--- config.mk ---
export PLATFORM = sky130hd
export DESIGN_NAME = cache_mem_responder
export DESIGN_NICKNAME = d
export VERILOG_FILES = /design/src/rtl/cache_mem_responder.sv
export SDC_FILE = /design/constraint.sdc
export NUM_CORES = 1
export LEC_CHECK = 0
export CELL_PAD_IN_SITES_DETAIL_PLACEMENT = 1
export CELL_PAD_IN_SITES_GLOBAL_PLACEMENT = 1
export CORE_MARGIN = 4
export CORE_UTILIZATION = 30
export CTS_BUF_LIST = sky130_fd_sc_hd__clkbuf_4
export DETAILED_ROUTE_END_ITERATION = 6
export DONT_BUFFER_PORTS = 1
export MAX_ROUTING_LAYER = met4
export PLACE_DENSITY_LB_ADDON = 0.12
export SLEW_MARGIN = 30
export SYNTH_ARGS = -nofsm -noshare
export SYNTH_HDL_FRONTEND = slang
export SYNTH_SLANG_ARGS = --single-unit
--- constraint.sdc ---
create_clock -name clk -period 2.44 [get_ports clk]
set_input_delay 0.244 -clock clk [delete_from_list [all_inputs] [get_ports clk]]
set_output_delay 0.244 -clock clk [all_outputs]
set_load 0.02 [all_outputs]
--- src/rtl/cache_mem_responder.sv ---
// cache_mem_responder: memory-side responder for the dcache refill/writeback port.
// It takes one read or write request at a time and performs it on a synchronous
// single-port SRAM. Read beats return one cycle after each SRAM read access.
// Optional build macro RESP_DELAY_EN inserts RESP_DELAY idle cycles before the
// first SRAM access of every request.
// SRAM_AW must be at most 29 so that the word address fits inside a 32-bit byte address.
module cache_mem_responder #(
  parameter int unsigned LINE_WORDS = 4,
  parameter int unsigned SRAM_AW    = 16,
  parameter int unsigned RESP_DELAY = 3
) (
  input  logic                       clk,
  input  logic                       reset,
  input  logic                       rd_req,
  input  logic [2:0]                 rd_type,
  input  logic [31:0]                rd_addr,
  output logic                       rd_rdy,
  output logic                       ret_valid,
  output logic                       ret_last,
  output logic [31:0]                ret_data,
  input  logic                       wr_req,
  input  logic [2:0]                 wr_type,
  input  logic [31:0]                wr_addr,
  input  logic [3:0]                 wr_wstrb,
  input  logic [LINE_WORDS*32-1:0]   wr_data,
  output logic                       wr_rdy,
  output logic                       sram_en,
  output logic [3:0]                 sram_we,
  output logic [SRAM_AW-1:0]         sram_addr,
  output logic [31:0]                sram_wdata,
  input  logic [31:0]                sram_rdata
);

  localparam int unsigned CW      = $clog2(LINE_WORDS);
  localparam int unsigned STATE_W = 3;
  localparam logic [2:0]  TYPE_LINE = 3'b100;
  localparam logic [SRAM_AW-1:0] LINE_MASK = ~SRAM_AW'(LINE_WORDS - 1);

`ifdef RESP_DELAY_EN
  localparam bit          DELAY_ON = (RESP_DELAY != 0);
  localparam int unsigned WW       = (RESP_DELAY < 2) ? 1 : $clog2(RESP_DELAY);
`else
  localparam bit          DELAY_ON = 1'b0;
  localparam int unsigned unused_resp_delay = RESP_DELAY;
`endif

  typedef enum logic [STATE_W-1:0] {
    S_IDLE,
    S_WAIT,
    S_WRITE,
    S_RD_ISSUE,
    S_RD_RETURN
  } state_t;

  state_t                         r_state;
  state_t                         w_state_nxt;
  logic                           r_live;
  logic                           r_line;
  logic [SRAM_AW-1:0]             r_addr;
  logic [LINE_WORDS-1:0][31:0]    r_wdata;
  logic [3:0]                     r_wstrb;
  logic [CW-1:0]                  r_cnt;
  logic                           r_ret_valid;
  logic                           r_ret_last;

  logic                           w_accept_wr;
  logic                           w_accept_rd;
  logic                           w_last_beat;
  logic [SRAM_AW-1:0]             w_beat_addr;
  logic [SRAM_AW-1:0]             w_rd_word;
  logic [SRAM_AW-1:0]             w_wr_word;
  logic                           w_unused_addr_bits;

  assign w_accept_wr = wr_req & wr_rdy;
  assign w_accept_rd = rd_req & rd_rdy;
  assign w_last_beat = !r_line || (r_cnt == CW'(LINE_WORDS - 1));
  assign w_beat_addr = r_addr + SRAM_AW'(r_cnt);
  assign w_rd_word   = rd_addr[SRAM_AW+1:2];
  assign w_wr_word   = wr_addr[SRAM_AW+1:2];

  // Byte-offset and high address bits never reach the SRAM.
  assign w_unused_addr_bits = ^{rd_addr[31:SRAM_AW+2], rd_addr[1:0],
                                wr_addr[31:SRAM_AW+2], wr_addr[1:0]};

  // State register.
  always_ff @(posedge clk or negedge reset) begin
    if (!reset) r_state <= S_IDLE;
    else        r_state <= w_state_nxt;
  end

  // Next-state logic; a write wins over a simultaneous read.
  always_comb begin
    w_state_nxt = r_state;
    case (r_state)
      S_IDLE: begin
        if (w_accept_wr)      w_state_nxt = DELAY_ON ? S_WAIT : S_WRITE;
        else if (w_accept_rd) w_state_nxt = DELAY_ON ? S_WAIT : S_RD_ISSUE;
      end
      S_WAIT: begin
`ifdef RESP_DELAY_EN
        if (r_wait_cnt == WW'(RESP_DELAY - 1))
          w_state_nxt = r_is_wr ? S_WRITE : S_RD_ISSUE;
`else
        w_state_nxt = S_IDLE;
`endif
      end
      S_WRITE:     if (w_last_beat) w_state_nxt = S_IDLE;
      S_RD_ISSUE:  if (w_last_beat) w_state_nxt = S_RD_RETURN;
      S_RD_RETURN: w_state_nxt = S_IDLE;
      default:     w_state_nxt = S_IDLE;
    endcase
  end

  // Output decode from state and latched request.
  always_comb begin
    rd_rdy     = 1'b0;
    wr_rdy     = 1'b0;
    sram_en    = 1'b0;
    sram_we    = 4'h0;
    sram_addr  = '0;
    sram_wdata = 32'h0;
    case (r_state)
      S_IDLE: begin
        wr_rdy = r_live;
        rd_rdy = r_live & ~wr_req;
      end
      S_WRITE: begin
        sram_en    = 1'b1;
        sram_we    = r_line ? 4'hF : r_wstrb;
        sram_addr  = w_beat_addr;
        sram_wdata = r_wdata[r_cnt];
      end
      S_RD_ISSUE: begin
        sram_en   = 1'b1;
        sram_addr = w_beat_addr;
      end
      default: ;
    endcase
  end

  // Request latch, beat counter and read-return pipeline stage.
  always_ff @(posedge clk or negedge reset) begin
    if (!reset) begin
      r_live      <= 1'b0;
      r_line      <= 1'b0;
      r_addr      <= '0;
      r_wdata     <= '0;
      r_wstrb     <= 4'h0;
      r_cnt       <= '0;
      r_ret_valid <= 1'b0;
      r_ret_last  <= 1'b0;
    end else begin
      r_live      <= 1'b1;
      r_ret_valid <= (r_state == S_RD_ISSUE);
      r_ret_last  <= (r_state == S_RD_ISSUE) && w_last_beat;
      if (w_accept_wr) begin
        r_line  <= (wr_type == TYPE_LINE);
        r_addr  <= (wr_type == TYPE_LINE) ? (w_wr_word & LINE_MASK) : w_wr_word;
        r_wdata <= wr_data;
        r_wstrb <= wr_wstrb;
        r_cnt   <= '0;
      end else if (w_accept_rd) begin
        r_line <= (rd_type == TYPE_LINE);
        r_addr <= (rd_type == TYPE_LINE) ? (w_rd_word & LINE_MASK) : w_rd_word;
        r_cnt  <= '0;
      end else if (r_state == S_WRITE || r_state == S_RD_ISSUE) begin
        r_cnt <= w_last_beat ? '0 : r_cnt + CW'(1);
      end
    end
  end

`ifdef RESP_DELAY_EN
  logic [WW-1:0] r_wait_cnt;
  logic          r_is_wr;

  // Idle-cycle counter and request direction for the WAIT state.
  always_ff @(posedge clk or negedge reset) begin
    if (!reset) begin
      r_wait_cnt <= '0;
      r_is_wr    <= 1'b0;
    end else begin
      r_wait_cnt <= (r_state == S_WAIT) ? r_wait_cnt + WW'(1) : '0;
      if (w_accept_wr)      r_is_wr <= 1'b1;
      else if (w_accept_rd) r_is_wr <= 1'b0;
    end
  end
`endif

  assign ret_valid = r_ret_valid;
  assign ret_last  = r_ret_last;
  assign ret_data  = r_ret_valid ? sram_rdata : 32'h0;

endmodule

==> metrics.yaml, run 1 <==
p_per_area_mw_per_mm2: 710.3
violations: "hold timing, setup timing"
final_common_cell: "dlygate4sd3_1"
drive_above_1_share_pct: 38.15
finalHoldViolCount: 157
drt_iter0_drc: 186
synth.ff_latch_count: 157
io_buffer_count: 0
wirelength_mm: 24.39
ios: 327
final.period_utilization_pct: 101.2
syn-instance-count: 588
multi_input_area_mm2: 0.003750
post-route-cell-area_mm2: 0.01087
synth_ff_type: "dfrtp_1"
grt_max_degree: 158
fin_skew_ns: 0.02727
arrival_ns: 2.23
hp-class: "in2async"
avgViaCountPerCell: 4.848
seq_area_mm2: 0.003933
area.growth.synth_to_final_pct: 40.52
r2r_slack_ns: 0.13
async_flop_share_pct: 100.0
gp_congestion: 0.8151
switching_share_pct: 30.87
synthesis.nets: 830
hold_ws_ns: -0.6255
r2r_start: "r_state[0]"
drv_cap: 0
worst_slew_margin_rel_pct: 50.58
yosysTopAreaCell: "dfrtp_1"
synth_top_area_share_pct: 50.81
clock_latency_ns: 0.55
synth_seq_area_share_pct: 50.81
fin_crit_ns: 2.470
antenna_found_initial: 3
layoutNonFillerInstCount: 1156
startpoint_type: "flop"
post_dp_cell_area_mm2: 0.008388
final_nets: 1052
vias: 5604
synth.area.top_cells: "dfrtp_1, mux2_2, mux4_2"
rows: 58
worstRegToRegCells: 6
fillers: 2661
criticalPathCategory: "reg2out"
worstPathRequired_ns: 2.20
routedWlPerCell_um: 21.10
yosys_warnings: 0
first_pass_iters: 5
htreeDepth: 4
clockBufferDepth: 2
synth-edff-count: 0
cts_made_buffers: 17
final_core_util_pct: 43.02
p_int_mw: 5.336
rsz0062_at_grt: "yes"
timing.fmax_mhz: 404.8
final_antenna_net_count: 0
coreArea_mm2: 0.02525
initial_core_util_pct: 30.62
syn_area_per_cell_um2: 13.15
slew_violations: 0
timing.final.ws_setup_ns: -0.03020
grt.total_usage_pct: 17.00
grt_pass1_wl_mm: 36.56
path_clk_slew_ns: 0.16
cts.sinks: 157
comb_power_share_pct: 30.0
grt_overflow_total: 0
worstSetupEndpointType: "primary output"
cts_tree: "built"
p_total_mw: 7.718
syn_area_mm2: 0.007732
p_sw_mw: 2.382
dieArea_mm2: 0.02841
final_cell_mix: "dlygate4sd3_1, dfrtp_1, mux2_2"
dpl.cell_count: 936
die_h_um: 168.5
drc: 0
clockPowerShare_pct: 22.3
outcome: "finished with violations"
setup_viol: 4
synthDistinctLibCells: 43
worst_slew_pin_slew_ns: 0.7389
ir_worst_vdd_uv: 376.2
cellLeakagePower_nw: 4.451
dp_hpwl_mm: 15.61
ctsHoldBuffers: 161
r2r-end: "r_line"
path_max_fanout: 5
pwr-share-seq_pct: 47.7
first_global_vias: 6214
die_w_um: 168.5
ctsRootBufferMaster: "clkbuf_4"
[synth_stat cells, drive strengths merged (6+ instances only)]
library cell,count
a21oi,17
buf,20
xor2,8
o21ai,18
and3b,13
nand3,10
nand2,22
nor2,28
mux4,32
nor2b,34
nand4,6
clkbuf,20
mux2,133
and2,36
dfrtp,157
[repair_timing]
item	CTS	global route
gates cloned	3	2
hold endpoints to repair	309	157
setup buffers	9	12
pin swaps	4	11
gates resized for setup	19	55
setup endpoints to repair	46	49
[flip-flops by register name (all words and copies together), names as in the netlist, 2 cells and up]
name	count
r_state	3
r_cnt	2
r_wstrb	4
r_addr	16
r_wdata	128
[power by group through the flow]
stage	Combinational, mW	Clock (mW)	Sequential [mW]
global route	2.50	1.93	3.78
finish	2.31	1.72	3.68
detailed placement	1.85	0	3.73
global placement	1.80	0	3.67
CTS	2.20	1.80	3.67
floorplan	1.47	0	3.57
[per-layer routing]
metal / vias to the layer above / share of wire, % / track usage (%)
met5: - / 0 / -
met4: 0 / 0.84 / 3.599
met3: 17 / 4.9 / 3.503
met2: 177 / 53 / 29.65
met1: 2868 / 41 / 20.51
li1: 2542 / - / -
[metrics by stage]
step	TNS, ns	worst slack, ns
5_1_grt	-3.653	-0.1841
6_report	-0.06046	-0.03020
4_1_cts	-2.339	-0.1082
3_3_place_gp	0	0.2246
2_1_floorplan	0	0.3452
3_5_place_dp	0	0.1677
[cell type report]
| cell class | instances | share of cell area [%] |
|---|---|---|
| Clock buffer | 17 | 1.175 |
| Clock inverter | 15 | 1.589 |
| Antenna cell | 3 | 0.06909 |
| Inverter | 3 | 0.1267 |
| Sequential cell | 157 | 36.19 |
| Tap cell | 330 | 3.800 |
| Multi-Input combinational cell | 388 | 34.51 |
| Timing Repair Buffer | 243 | 22.54 |
[critical path, cell delays in order, from the launching register on]
cell     delay, ns
dfrtp_2       0.48
ha_4          0.18
fa_2          0.42
buf_6         0.14
nand4_1       0.09
xor2_1        0.14
nor2_1        0.05
buf_4         0.16
[cells by family after synthesis]
| family | count (synthesis) | synth area share, % |
|---|---|---|
| AO/OA/AOI/OAI | 43 | 3.026 |
| multiplexers | 165 | 28.69 |
| buffers and inverters | 43 | 3.398 |
| adder cells (fa/ha/maj) | 4 | 0.7444 |
| XOR/XNOR | 11 | 1.246 |
| other | 1 | 0.04850 |
| flip-flops | 157 | 50.81 |
| AND/OR/NAND/NOR | 164 | 12.04 |
[how the worst max path moves through the flow]
| stage | startpoint | cells past startpoint | end | slack (ns) |
|---|---|---|---|---|
| after detailed placement | r_state[0] | 5 | r_wdata[63] | 0.17 |
| final | r_cnt[0] | 7 | sram_addr[8] | -0.03 |
| after floorplan | r_state[0] | 8 | r_wdata[32] | 0.35 |
| after global placement | r_state[0] | 5 | r_wdata[106] | 0.22 |
| after CTS | r_cnt[0] | 7 | sram_addr[8] | -0.11 |
| after global routing | r_cnt[0] | 7 | sram_addr[8] | -0.18 |
No activity file was read; power rests on OpenSTA's default activity.
==> run 2: changes to the inputs <==
--- a/config.mk
+++ b/config.mk
@@ -7,7 +7,7 @@
 export LEC_CHECK = 0
 export CELL_PAD_IN_SITES_DETAIL_PLACEMENT = 1
 export CELL_PAD_IN_SITES_GLOBAL_PLACEMENT = 1
-export CORE_MARGIN = 4
+export CORE_MARGIN = 1.5
 export CORE_UTILIZATION = 30
 export CTS_BUF_LIST = sky130_fd_sc_hd__clkbuf_4
 export DETAILED_ROUTE_END_ITERATION = 6
==> metrics.yaml, run 2 (synthesized netlist as in run 1, its figures left out) <==
outcome: "finished with violations"
violations: "hold timing, setup timing"
startpoint_type: "flop"
rows: 58  # unchanged
finalSetupTns_ns: -0.01328  # +0.04719 ns
initial_core_util_pct: 30.62  # unchanged
worst_slew_margin_rel_pct: 49.56  # -1.0 points
startpoint: "r_cnt[0]"
drv_cap: 0  # unchanged
top_register: "r_wdata"
post-route-cell-area_mm2: 0.01099  # +1.2%
coreArea_mm2: 0.02525  # unchanged
cts_made_buffers: 17  # unchanged
final_cell_mix: "dlygate4sd3_1, dfrtp_1, mux2_2"
grt.total_usage_pct: 17.84  # +0.84 points
avgViaCountPerCell: 4.850  # about the same
cellLeakagePower_nw: 4.464  # +0.29%
ctsHoldBuffers: 166  # +3.1%
rsz0062_at_grt: "yes"
hp-class: "in2async"
grt_overflow_total: 0  # unchanged
first_global_vias: 6243  # +0.47%
worstRegToRegCells: 6  # unchanged
ir_worst_vdd_uv: 320.4  # -15%
r2r-end: "r_line"
dp_hpwl_mm: 14.84  # -4.9%
drc: 0  # unchanged
setup_viol: 1  # -3
p_per_area_mw_per_mm2: 688.3  # -3.1%
cts.sinks: 157  # unchanged
met3_wirelength_mm: 1.338  # +12%
worstSetupEndpointType: "primary output"
die_h_um: 163.5  # -3.0%
path_clk_slew_ns: 0.15  # about the same
r2r_slack_ns: 0.14  # about the same
clockBufferDepth: 2  # unchanged
hold_ws_ns: -0.6389  # -0.01342 ns
arrival_ns: 2.21  # -0.02 ns
area.growth.synth_to_final_pct: 42.15
final_antenna_net_count: 0  # unchanged
clock_latency_ns: 0.55  # about the same
final_common_cell: "dlygate4sd3_1"
post_dp_cell_area_mm2: 0.008329  # -0.70%
final.period_utilization_pct: 100.5  # -0.69 points
drive_above_1_share_pct: 40.00  # +1.8 points
final_nets: 1044  # -0.76%
largest_reg_flops: 128  # unchanged
io_buffer_count: 0  # unchanged
first_pass_iters: 4  # -1
routedWlPerCell_um: 20.16  # -4.5%
grt_max_degree: 158  # unchanged
timing.fmax_mhz: 407.6  # +0.69%
fin_crit_ns: 2.453  # -0.01692 ns
vias: 5568  # -0.64%
worst_slew_pin_slew_ns: 0.7541  # +0.01520 ns
cts_tree: "built"
finalHoldViolCount: 157  # unchanged
timing.final.ws_setup_ns: -0.01328  # +0.01692 ns
ctsRootBufferMaster: "clkbuf_4"
r2r_start: "r_state[0]"
htreeDepth: 4  # unchanged
gp_congestion: 0.7799  # -4.3%
antenna_found_initial: 3  # unchanged
wirelength_mm: 23.15  # -5.1%
path_max_fanout: 5  # unchanged
die_w_um: 163.5  # -3.0%
top_regs: "r_wdata (128), r_addr (16), r_wstrb (4)"
worstPathRequired_ns: 2.20  # about the same
drt_iter0_drc: 191  # +2.7%
wl_met2_mm: 12.55  # -3.1%
top_layer_used: "met4"
criticalPathCategory: "reg2out"
slew_violations: 0  # unchanged
fin_skew_ns: 0.02538  # -0.001891 ns
grt_pass1_wl_mm: 34.73  # -5.0%
dieArea_mm2: 0.02675  # -5.8%
m1WireLength_mm: 8.979  # -10%
ios: 327  # unchanged
[run 2: cell types whose count changed in the layout (fill, tap and decap cells not counted), moves of 3 or more]
cell | previous run | this run
nor2_1 | 27 | 19
buf_4 | 56 | 28
nor2_4 | 0 | 3
nor2b_4 | 12 | 25
nor2b_1 | 22 | 9
clkinv_4 | 0 | 3
nor2_2 | 1 | 6
buf_6 | 15 | 30
nand3_1 | 6 | 9
dlygate4sd3_1 | 161 | 166
[run 2: what timing repair did]
action / 4_1_cts / 5_1_grt
endpoints found under the hold margin: 310 / 157
setup buffers: 7 / 9
cloned: 3 / 2
resized for setup: 39 / 82
endpoints found under the setup margin: 47 / 47
pin swaps: 7 / 9
[run 2: how the worst max path moves through the flow]
stage | to | slack (ns) | cells after the start
after floorplan | r_wdata[32] | 0.35 | 8
after global placement | r_wdata[74] | 0.28 | 5
after detailed placement | r_wdata[106] | 0.23 | 5
after CTS | sram_addr[10] | -0.07 | 6
after global routing | sram_addr[10] | -0.14 | 6
final | sram_addr[10] | -0.01 | 6
[run 2: worst max-delay path, cell delays in order, from the launching register on]
cell	delay (ns)
dfrtp_2	0.49
ha_4	0.18
fa_2	0.42
inv_2	0.11
nor3_2	0.05
xnor2_1	0.14
nor2_2	0.25
[run 2: report_power, final]
| part | leakage, nW | internal, mW | switching [mW] |
|---|---|---|---|
| combinational | 2.47 | 1.50 | 0.932 |
| clock | 0.131 | 0.433 | 1.02 |
| sequential | 1.86 | 3.27 | 0.415 |
| total | 4.46 | 5.20 | 2.37 |
[run 2: layer usage]
| metal | up-vias | track usage [%] |
|---|---|---|
| met5 | - | - |
| met4 | 0 | 4.876 |
| met3 | 20 | 4.139 |
| met2 | 187 | 32.15 |
| met1 | 2837 | 19.64 |
| li1 | 2524 | - |
[run 2: cell type report]
| cell class | instances | area [um2] |
|---|---|---|
| repair buffers | 235 | 2470 |
| multi-input cells | 388 | 3908 |
| fillers | 2585 | 14260 |
| inverters | 3 | 16.27 |
| flip-flops and latches | 157 | 3934 |
| diodes | 3 | 7.507 |
| well taps | 330 | 412.9 |
| clock inverters | 14 | 108.9 |
| clock buffers | 18 | 135.1 |
[run 2: per-stage QoR]
| stage | hold WS [ns] | power [mW] | setup WS, ns | std cells | util, % |
|---|---|---|---|---|---|
| after floorplan | -0.05159 | 5.042 | 0.3452 | 588 | - |
| after global placement | -0.04721 | 5.454 | 0.2778 | 926 | 32.97 |
| after detailed placement | -0.04652 | 5.564 | 0.2313 | 926 | 32.98 |
| after CTS | -0.7172 | 7.425 | -0.06698 | 1134 | 41.74 |
| after global routing | -0.7262 | 8.050 | -0.1424 | 1147 | 43.51 |
| final | -0.6389 | 7.566 | -0.01328 | 1148 | 43.52 |
==> run 3: changes to the inputs <==
--- a/config.mk
+++ b/config.mk
@@ -14,6 +14,7 @@
 export DONT_BUFFER_PORTS = 1
 export MAX_ROUTING_LAYER = met4
 export PLACE_DENSITY_LB_ADDON = 0.12
+export SKIP_LAST_GASP = 1
 export SLEW_MARGIN = 30
 export SYNTH_ARGS = -nofsm -noshare
 export SYNTH_HDL_FRONTEND = slang
==> metrics.yaml, run 3 (synthesized netlist as in run 1, its figures left out) <==
hp-class: "in2async"
worst_slew_pin_slew_ns: 0.7528  # -0.001307 ns
fin_skew_ns: 0.02239  # -0.002991 ns
setup_viol: 1  # unchanged
worstPathBufferInverterCount: 2  # +1
path_cells: "ha_4 > fa_2 > inv_2 > nor4_2 > xnor2_1 > nor2_1 > buf_4"
p_per_area_mw_per_mm2: 688.9  # about the same
slowest_delay_ns: 0.49  # about the same
drc: 0  # unchanged
htreeDepth: 4  # unchanged
place_ws_ns: 0.2313  # unchanged
finalSetupTns_ns: -0.003337  # +0.009939 ns
final_antenna_net_count: 0  # unchanged
fin_crit_ns: 2.443  # -0.009939 ns
routedWlPerCell_um: 20.10  # -0.30%
grtUsageMet1_pct: 19.76  # +0.11 points
p_total_mw: 7.541  # -0.33%
finalHoldViolCount: 157  # unchanged
initial_core_util_pct: 30.62  # unchanged
worstSetupEndpointType: "primary output"
busiest_layer: "met2"
startpoint_type: "flop"
first_global_vias: 6228  # -0.24%
dieArea_mm2: 0.02675  # unchanged
cts.sinks: 157  # unchanged
die_h_um: 163.5  # unchanged
antenna_found_initial: 3  # unchanged
cts_made_buffers: 17  # unchanged
cellLeakagePower_nw: 4.457  # -0.16%
grt_pass1_wl_mm: 34.64  # -0.26%
arrival_ns: 2.20  # about the same
final_common_cell: "dlygate4sd3_1"
top_register: "r_wdata"
final_cell_mix: "dlygate4sd3_1, dfrtp_1, mux2_2"
worstPathRequired_ns: 2.20  # about the same
hold_ws_ns: -0.6380  # +0.0009440 ns
path_max_fanout: 5  # unchanged
timing.fmax_mhz: 409.3  # +0.41%
ios: 327  # unchanged
first_pass_iters: 4  # unchanged
area.growth.synth_to_final_pct: 41.57
largest_reg_flops: 128  # unchanged
ctsRootBufferMaster: "clkbuf_4"
timing.final.ws_setup_ns: -0.003337  # +0.009939 ns
wirelength_mm: 23.08  # -0.30%
grt.total_usage_pct: 17.79  # -0.051 points
avgViaCountPerCell: 4.879  # +0.59%
worst_slew_margin_rel_pct: 49.65  # +0.087 points
cts_tree: "built"
dp_hpwl_mm: 14.84  # unchanged
grt_overflow_total: 0  # unchanged
use_met3_pct: 4.063  # -0.076 points
gp_congestion: 0.7799  # unchanged
outcome: "finished with violations"
top_regs: "r_wdata (128), r_addr (16), r_wstrb (4)"
path_clk_slew_ns: 0.15  # about the same
crit_slowest_cell: "dfrtp_2"
coreArea_mm2: 0.02525  # unchanged
drive_above_1_share_pct: 39.26  # -0.74 points
rsz0062_at_grt: "yes"
grt_use_met2_pct: 31.90  # -0.25 points
clockBufferDepth: 2  # unchanged
rows: 58  # unchanged
ctsHoldBuffers: 166  # unchanged
drt_iter0_drc: 178  # -6.8%
grt_max_degree: 158  # unchanged
final_nets: 1044  # unchanged
final.period_utilization_pct: 100.1  # -0.41 points
clock_latency_ns: 0.55  # about the same
cpLargestDelayFamily: "adder cells"
io_buffer_count: 0  # unchanged
vias: 5601  # +0.59%
slew_violations: 0  # unchanged
drv_cap: 0  # unchanged
violations: "hold timing, setup timing"
criticalPathCategory: "reg2out"
ir_worst_vdd_uv: 330.9  # +3.3%
die_w_um: 163.5  # unchanged
## run 3: cell counts in the layout (fill, tap and decap cells not counted)
Identical to the previous run, type by type.
## run 3: final cells by class
cell class,instances,area [um2]
antenna,3,7.507
clock buffer,18,135.1
clock inverter,14,108.9
fill,2592,14310
inverter,3,16.27
multi-input combinational,388,3871
sequential,157,3933
tap,330,412.9
timing repair buffer,235,2462
## run 3: where the power goes
group	switching [mW]	internal (mW)	leakage, nW	total [mW]
logic	0.929	1.48	2.46	2.41
clock network	1.02	0.433	0.131	1.45
registers	0.410	3.27	1.86	3.68
total	2.36	5.19	4.46	7.54
## run 3: worst paths after layout
kind | cells past startpoint | from | slack [ns] | to
max reg2reg | 6 | r_state[0] | 0.11 | r_line
min reg2reg | 1 | r_wdata[76] | 0.52 | r_wdata[76]
max | 7 | r_cnt[0] | -0.003 | sram_addr[14]
min | 0 | reset | -0.64 | r_wdata[78]
min in group clk | 3 | rd_addr[13] | 0.06 | r_addr[11]
max in group asynchronous | 0 | reset | 2.81 | r_wdata[30]
## run 3: what timing repair did
| action | 4_1_cts | 5_1_grt |
|---|---|---|
| cloned | 3 | 2 |
| setup endpoints to repair | 47 | 47 |
| hold endpoints to repair | 310 | 157 |
| buffers inserted | 7 | 9 |
| pin swaps | 7 | 13 |
| resized for setup | 30 | 82 |
## run 3: per-stage QoR
| step | instance area (um2) | utilization (%) | instances |
|---|---|---|---|
| 2_1_floorplan | 7732 | - | 588 |
| 3_3_place_gp | 8325 | 32.97 | 926 |
| 3_5_place_dp | 8329 | 32.98 | 926 |
| 4_1_cts | 10490 | 41.53 | 1134 |
| 5_1_grt | 10940 | 43.34 | 1147 |
| 6_report | 10950 | 43.35 | 1148 |
## run 3: metal layers
layer	part of all wire, %	vias up
li1	-	2525
met1	39	2857
met2	54	199
met3	6.2	20
met4	1.2	0
met5	0	-
